$ cat src/rtl/ram_ctrl_pkg.sv
// Shared constants and state encoding for the RAM burst controller.
// Geometry matches the 512 x 32 single-port ram.
package ram_ctrl_pkg;

    localparam int ADDR_W    = 9;
    localparam int DATA_W    = 32;
    localparam int LEN_W     = 10;
    localparam int RAM_DEPTH = 512;

    typedef enum logic [1:0] {
        ST_IDLE  = 2'd0,
        ST_WRITE = 2'd1,
        ST_READ  = 2'd2
    } burst_state_t;

endpackage

$ cat src/rtl/rd_skid_fifo.sv
// Two-entry fall-through read buffer with simultaneous push/pop.
// An incoming word bypasses storage when the buffer is empty and drained.
module rd_skid_fifo #(
    parameter int DW = 32
) (
    input  logic          clock,
    input  logic          reset,
    input  logic          in_valid,
    input  logic [DW-1:0] in_data,
    output logic          out_valid,
    input  logic          out_ready,
    output logic [DW-1:0] out_data,
    output logic [1:0]    count
);

    logic [DW-1:0] mem [2];
    logic          wp;
    logic          rp;
    logic          has;
    logic          push;
    logic          pop;

    assign has       = (count != 2'd0);
    assign out_valid = has || in_valid;
    assign out_data  = has      ? mem[rp] :
                       in_valid ? in_data : '0;

    assign pop  = has && out_ready;
    assign push = in_valid && !(!has && out_ready);

    always_ff @(posedge clock or posedge reset) begin
        if (reset) begin
            mem[0] <= '0;
            mem[1] <= '0;
            wp     <= 1'b0;
            rp     <= 1'b0;
            count  <= 2'd0;
        end else begin
            if (push) begin
                mem[wp] <= in_data;
                wp      <= ~wp;
            end
            if (pop) begin
                rp <= ~rp;
            end
            count <= count + {1'b0, push} - {1'b0, pop};
        end
    end

endmodule

$ cat src/rtl/ram_burst_ctrl.sv
// Burst initiator for the 512 x 32 single-port ram.
// RAM_BURST_WRAP_EN: bursts crossing 511 wrap to 0 instead of being rejected.
module ram_burst_ctrl
    import ram_ctrl_pkg::*;
(
    input  logic              clock,
    input  logic              reset,
    input  logic              cmd_valid,
    output logic              cmd_ready,
    input  logic              cmd_write,
    input  logic [ADDR_W-1:0] cmd_addr,
    input  logic [LEN_W-1:0]  cmd_len,
    input  logic              wr_valid,
    output logic              wr_ready,
    input  logic [DATA_W-1:0] wr_data,
    output logic              rd_valid,
    input  logic              rd_ready,
    output logic [DATA_W-1:0] rd_data,
    output logic              rd_last,
    output logic              busy,
    output logic              done,
    output logic              err,
    output logic [ADDR_W-1:0] ram_addr,
    output logic              ram_wEn,
    output logic [DATA_W-1:0] ram_wDat,
    output logic              ram_rEn,
    input  logic [DATA_W-1:0] ram_rDat
);

    burst_state_t      st;
    logic [ADDR_W-1:0] addr;
    logic [ADDR_W-1:0] last_addr;
    logic [LEN_W-1:0]  cnt;
    logic [LEN_W-1:0]  dcnt;
    logic              inflight;
    logic              done_q;
    logic              err_q;
    logic              accept;
    logic              bad;
    logic              wen;
    logic              ren;
    logic              pop;
    logic [1:0]        fcount;
    logic [2:0]        occ;

    assign accept = cmd_valid && cmd_ready;

`ifdef RAM_BURST_WRAP_EN
    assign bad = (cmd_len == '0);
`else
    logic [LEN_W:0] span;
    assign span = (LEN_W+1)'(cmd_addr) + (LEN_W+1)'(cmd_len);
    assign bad  = (cmd_len == '0) ||
                  (span > (LEN_W+1)'(RAM_DEPTH));
`endif

    assign cmd_ready = (st == ST_IDLE);
    assign busy      = !cmd_ready;
    assign wr_ready  = (st == ST_WRITE);
    assign wen       = wr_ready && wr_valid;

    // Occupancy counts the word still in the RAM pipe, so two is a hard cap.
    assign occ = {1'b0, fcount} + {2'b0, inflight};
    assign pop = rd_valid && rd_ready;
    assign ren = (st == ST_READ) && (cnt != '0) &&
                 ((occ - {2'b0, pop}) < 3'd2);

    assign ram_wEn  = wen;
    assign ram_rEn  = ren;
    assign ram_wDat = wen ? wr_data : '0;
    assign ram_addr = (wen || ren) ? addr : last_addr;

    assign rd_last = rd_valid && (dcnt == LEN_W'(1));
    assign done    = done_q;
    assign err     = err_q;

    rd_skid_fifo #(
        .DW(DATA_W)
    ) u_fifo (
        .clock    (clock),
        .reset    (reset),
        .in_valid (inflight),
        .in_data  (ram_rDat),
        .out_valid(rd_valid),
        .out_ready(rd_ready),
        .out_data (rd_data),
        .count    (fcount)
    );

    always_ff @(posedge clock or posedge reset) begin
        if (reset) begin
            st        <= ST_IDLE;
            addr      <= '0;
            last_addr <= '0;
            cnt       <= '0;
            dcnt      <= '0;
            inflight  <= 1'b0;
            done_q    <= 1'b0;
            err_q     <= 1'b0;
        end else begin
            done_q   <= 1'b0;
            err_q    <= 1'b0;
            inflight <= ren;
            if (wen || ren) begin
                last_addr <= addr;
                addr      <= addr + 1'b1;
            end
            unique case (st)
                ST_IDLE: begin
                    if (accept) begin
                        if (bad) begin
                            err_q <= 1'b1;
                        end else begin
                            addr <= cmd_addr;
                            cnt  <= cmd_len;
                            dcnt <= cmd_len;
                            st   <= cmd_write ? ST_WRITE : ST_READ;
                        end
                    end
                end
                ST_WRITE: begin
                    if (wen) begin
                        cnt <= cnt - 1'b1;
                        if (cnt == LEN_W'(1)) begin
                            st     <= ST_IDLE;
                            done_q <= 1'b1;
                        end
                    end
                end
                ST_READ: begin
                    if (ren) begin
                        cnt <= cnt - 1'b1;
                    end
                    if (pop) begin
                        dcnt <= dcnt - 1'b1;
                        if (dcnt == LEN_W'(1)) begin
                            st     <= ST_IDLE;
                            done_q <= 1'b1;
                        end
                    end
                end
                default: st <= ST_IDLE;
            endcase
        end
    end

endmodule

$ cat config.mk
export PLATFORM = sky130hd
export DESIGN_NAME = ram_burst_ctrl
export DESIGN_NICKNAME = d
export VERILOG_FILES = /design/src/rtl/ram_ctrl_pkg.sv /design/src/rtl/rd_skid_fifo.sv /design/src/rtl/ram_burst_ctrl.sv
export SDC_FILE = /design/constraint.sdc
export NUM_CORES = 1
export LEC_CHECK = 0
export CAP_MARGIN = 40
export CORE_MARGIN = 8
export CORE_UTILIZATION = 40
export DETAILED_ROUTE_END_ITERATION = 12
export PLACE_DENSITY = 0.78
export SLEW_MARGIN = 20
export SYNTH_ARGS = -nofsm -noshare
export SYNTH_HDL_FRONTEND = slang
export SYNTH_SLANG_ARGS = --single-unit
$ cat constraint.sdc
create_clock -name clock -period 3.6 [get_ports clock]
set_input_delay 0.36 -clock clock [delete_from_list [all_inputs] [get_ports clock]]
set_output_delay 0.36 -clock clock [all_outputs]
set_load 0.01 [all_outputs]
==> impl_metrics.json <==
{
  "ir_worst_vdd_uv": 437,
  "critPathLaunch": "u_fifo.count[1]",
  "hpwl_um": 13900,
  "timing.hold.ws_ns": 0.371,
  "firstDrtPassIters": 4,
  "finalCritPeriodShare": 0.968,
  "synth_area_per_cell_um2": 10.2,
  "synth-async-reset-ratio": 1.00,
  "synthTopCellsByArea": "dfrtp_1, mux2_2, mux2i_1, o21ai_0, ha_1",
  "critPathKind": "reg -> out",
  "regToRegStartpoint": "u_fifo.count[1]",
  "syn2layout_area_growth_pct": 37.3,
  "fin_crit_ns": 3.48,
  "yosys_warnings": 0,
  "initial_core_util": 0.403,
  "crit_path_end_kind": "output port",
  "start_kind": "register",
  "die_x_um": 144,
  "antenna_found_initial": 0,
  "num_vias": 5718,
  "overflow": 0,
  "status": "finished, final reports clean",
  "wl_per_cell_um": 17.7,
  "final_common_cell": "clkdlybuf4s50_1",
  "port_buffers": 170,
  "final-hold-violation-count": 0,
  "synth_top_cell_by_area": "dfrtp_1",
  "power_mw": 6.64,
  "setup_viol": 0,
  "syn_nets": 756,
  "vias_per_cell": 5.44,
  "cp.buffers_inverters": 2,
  "clockBufferDepth": 2,
  "die_h_um": 144,
  "pwr_density_cell_nw_per_um2": 737,
  "crit_arrival_ns": 3.12,
  "grt_pass1_wl_um": 30100,
  "final_cell_mix": "clkdlybuf4s50_1, dfrtp_1, mux2_2",
  "design.final.nets": 937,
  "multi_input_area_um2": 3610,
  "cts_hold_buffers": 0,
  "grtUsageTotal": 0.183,
  "drv_slew": 0,
  "drive_gt1_frac": 0.199,
  "clkSinkCount": 111,
  "drt_iter0_markers": 311,
  "core-area_um2": 16300,
  "synth_seq_area_share": 0.423,
  "diodes": 0,
  "synth-main-ff-cell": "dfrtp_1",
  "max-slew-margin-rel": 0.487,
  "path_max_fanout": 6,
  "cap_violations": 0,
  "critPathTopFamily": "simple AND/OR/NAND/NOR gates",
  "cts_tree": "done",
  "clk_latency_ns": 0.35,
  "yosys.area.top_type_share": 0.423,
  "path_clk_slew_ns": 0.07,
  "p_leak_nw": 3.98,
  "path_cells": "or3_4 > and2_4 > ha_4 > nor2b_2 > fa_2 > xnor2_2 > nor3_4 > a21oi_2 > buf_6 > mux2_2 > buf_2",
  "rows": 47,
  "gp_congestion": 0.874,
  "crit_path_top_delay_cell": "or3_4",
  "fill_cells": 1472,
  "die_area_um2": 20800,
  "netlist_area_um2": 6560,
  "ios": 171,
  "hold_path.class": "in -> async",
  "drc": 0,
  "grt_pass1_vias": 5938,
  "fin_skew_ns": 0.00649,
  "syn_inst": 645,
  "final_antenna_net_count": 0,
  "regArea_um2": 2780,
  "synth_edf_count": 0,
  "max_freq_mhz": 287,
  "tns_ns": 0,
  "grt_max_degree": 66,
  "htreeDepth": 3,
  "critical-path-max-stage-delay_ns": 0.39,
  "cp.required_ns": 3.24,
  "root_buffer": "clkbuf_16",
  "synth.distinct_cells": 58,
  "worstMarginPinSlew_ns": 0.769,
  "synth_seq_cells": 111,
  "cts_buffers": 9,
  "wl_um": 18600,
  "fin_util": 0.553
}
==> Yosys cell counts, drive strengths merged, types with 2 or more instances <==
cell	count
nor4	4
o21a	2
fa	2
and3	37
o21ai	54
nor3	12
o22ai	7
nand2	37
nand3	49
nor2b	6
a21o	5
mux2i	36
nand2b	3
xnor2	7
clkbuf	26
dfrtp	111
xor2	10
or3	6
a22oi	2
and2	4
a21oi	33
o211ai	5
nand4	4
o31ai	2
ha	20
a21boi	2
a22o	4
a211oi	2
inv	19
a31oi	3
nor2	18
buf	12
nand3b	8
mux2	74
o221a	6
==> worst register-to-register path, delay by kind of cell (launching register included) <==
family,cells,cell delay (ns)
AOI/OAI and AO/OA,4,0.56
buffers and inverters,2,0.35
adders and majority gates,2,0.70
DFF,1,0.38
and+or+nand+nor,6,1.11
==> cells by family (layout without fill, tap and decap cells) <==
logic type | after synthesis | in the layout | synth area share
AO/OA/AOI/OAI | 135 | 135 | 0.133
AND/OR/NAND/NOR | 192 | 192 | 0.159
buffers and inverters | 58 | 244 | 0.0357
XOR/XNOR | 17 | 17 | 0.0227
flip-flops | 111 | 111 | 0.423
multiplexers | 110 | 110 | 0.182
adder cells (fa/ha/maj) | 22 | 22 | 0.0442
==> sequential cells by signal, indices dropped and copies added (netlist names) <==
register and cells:
addr 9, cnt 10, dcnt 10, done 1, err 1, inflight 1, last_addr 9, st 2
u_fifo.count 2, u_fifo.mem 64, u_fifo.rp 1, u_fifo.wp 1
==> per-layer routing <==
metal	GRT usage	routed length (um)	vias up
li1	-	-	2727
met2	0.306	8740	233
met3	0.0598	1750	25
met4	0.0670	436	0
met1	0.216	7690	2733
met5	0	0	-
==> stage by stage <==
step                cells  instance area [um2]  setup WS [ns]
global placement     1030                 8650         0.0482
detailed placement   1031                 8670        0.00907
global route         1051                 9010        -0.0147
CTS                  1051                 8990        0.00512
floorplan             645                 6560          0.251
finish               1051                 9010          0.115
==> area by class of cell <==
| type | count | share of cell area |
|---|---|---|
| sequential | 111 | 0.308 |
| inverter | 20 | 0.00861 |
| tap | 220 | 0.0306 |
| multi-input combinational | 476 | 0.401 |
| clock buffer | 9 | 0.0250 |
| clock inverter | 7 | 0.00611 |
| timing repair buffer | 208 | 0.220 |
==> power by group <==
part	internal, mW	switching [mW]
logic	1.81	1.75
clock network	0.479	0.477
registers	1.75	0.373
==> final timing paths <==
kind                                   to  slack (ns)  depth (start not counted)
max in group asynchronous          cnt[5]        2.39                          4
min                        u_fifo.mem[35]        0.37                          2
max reg2reg                        cnt[0]        0.40                         14
max                           ram_addr[5]        0.12                         11
min reg2reg                  last_addr[2]        0.48                          1
min in group clock           last_addr[2]        0.48                          1
==> what timing repair did <==
action,in CTS,in global routing
endpoints found under the setup margin,10,9
cloned,1,0
pin swaps,3,6
setup buffers,3,1
gates resized for setup,23,24
Note: power is estimated with default switching activity, not from simulation.
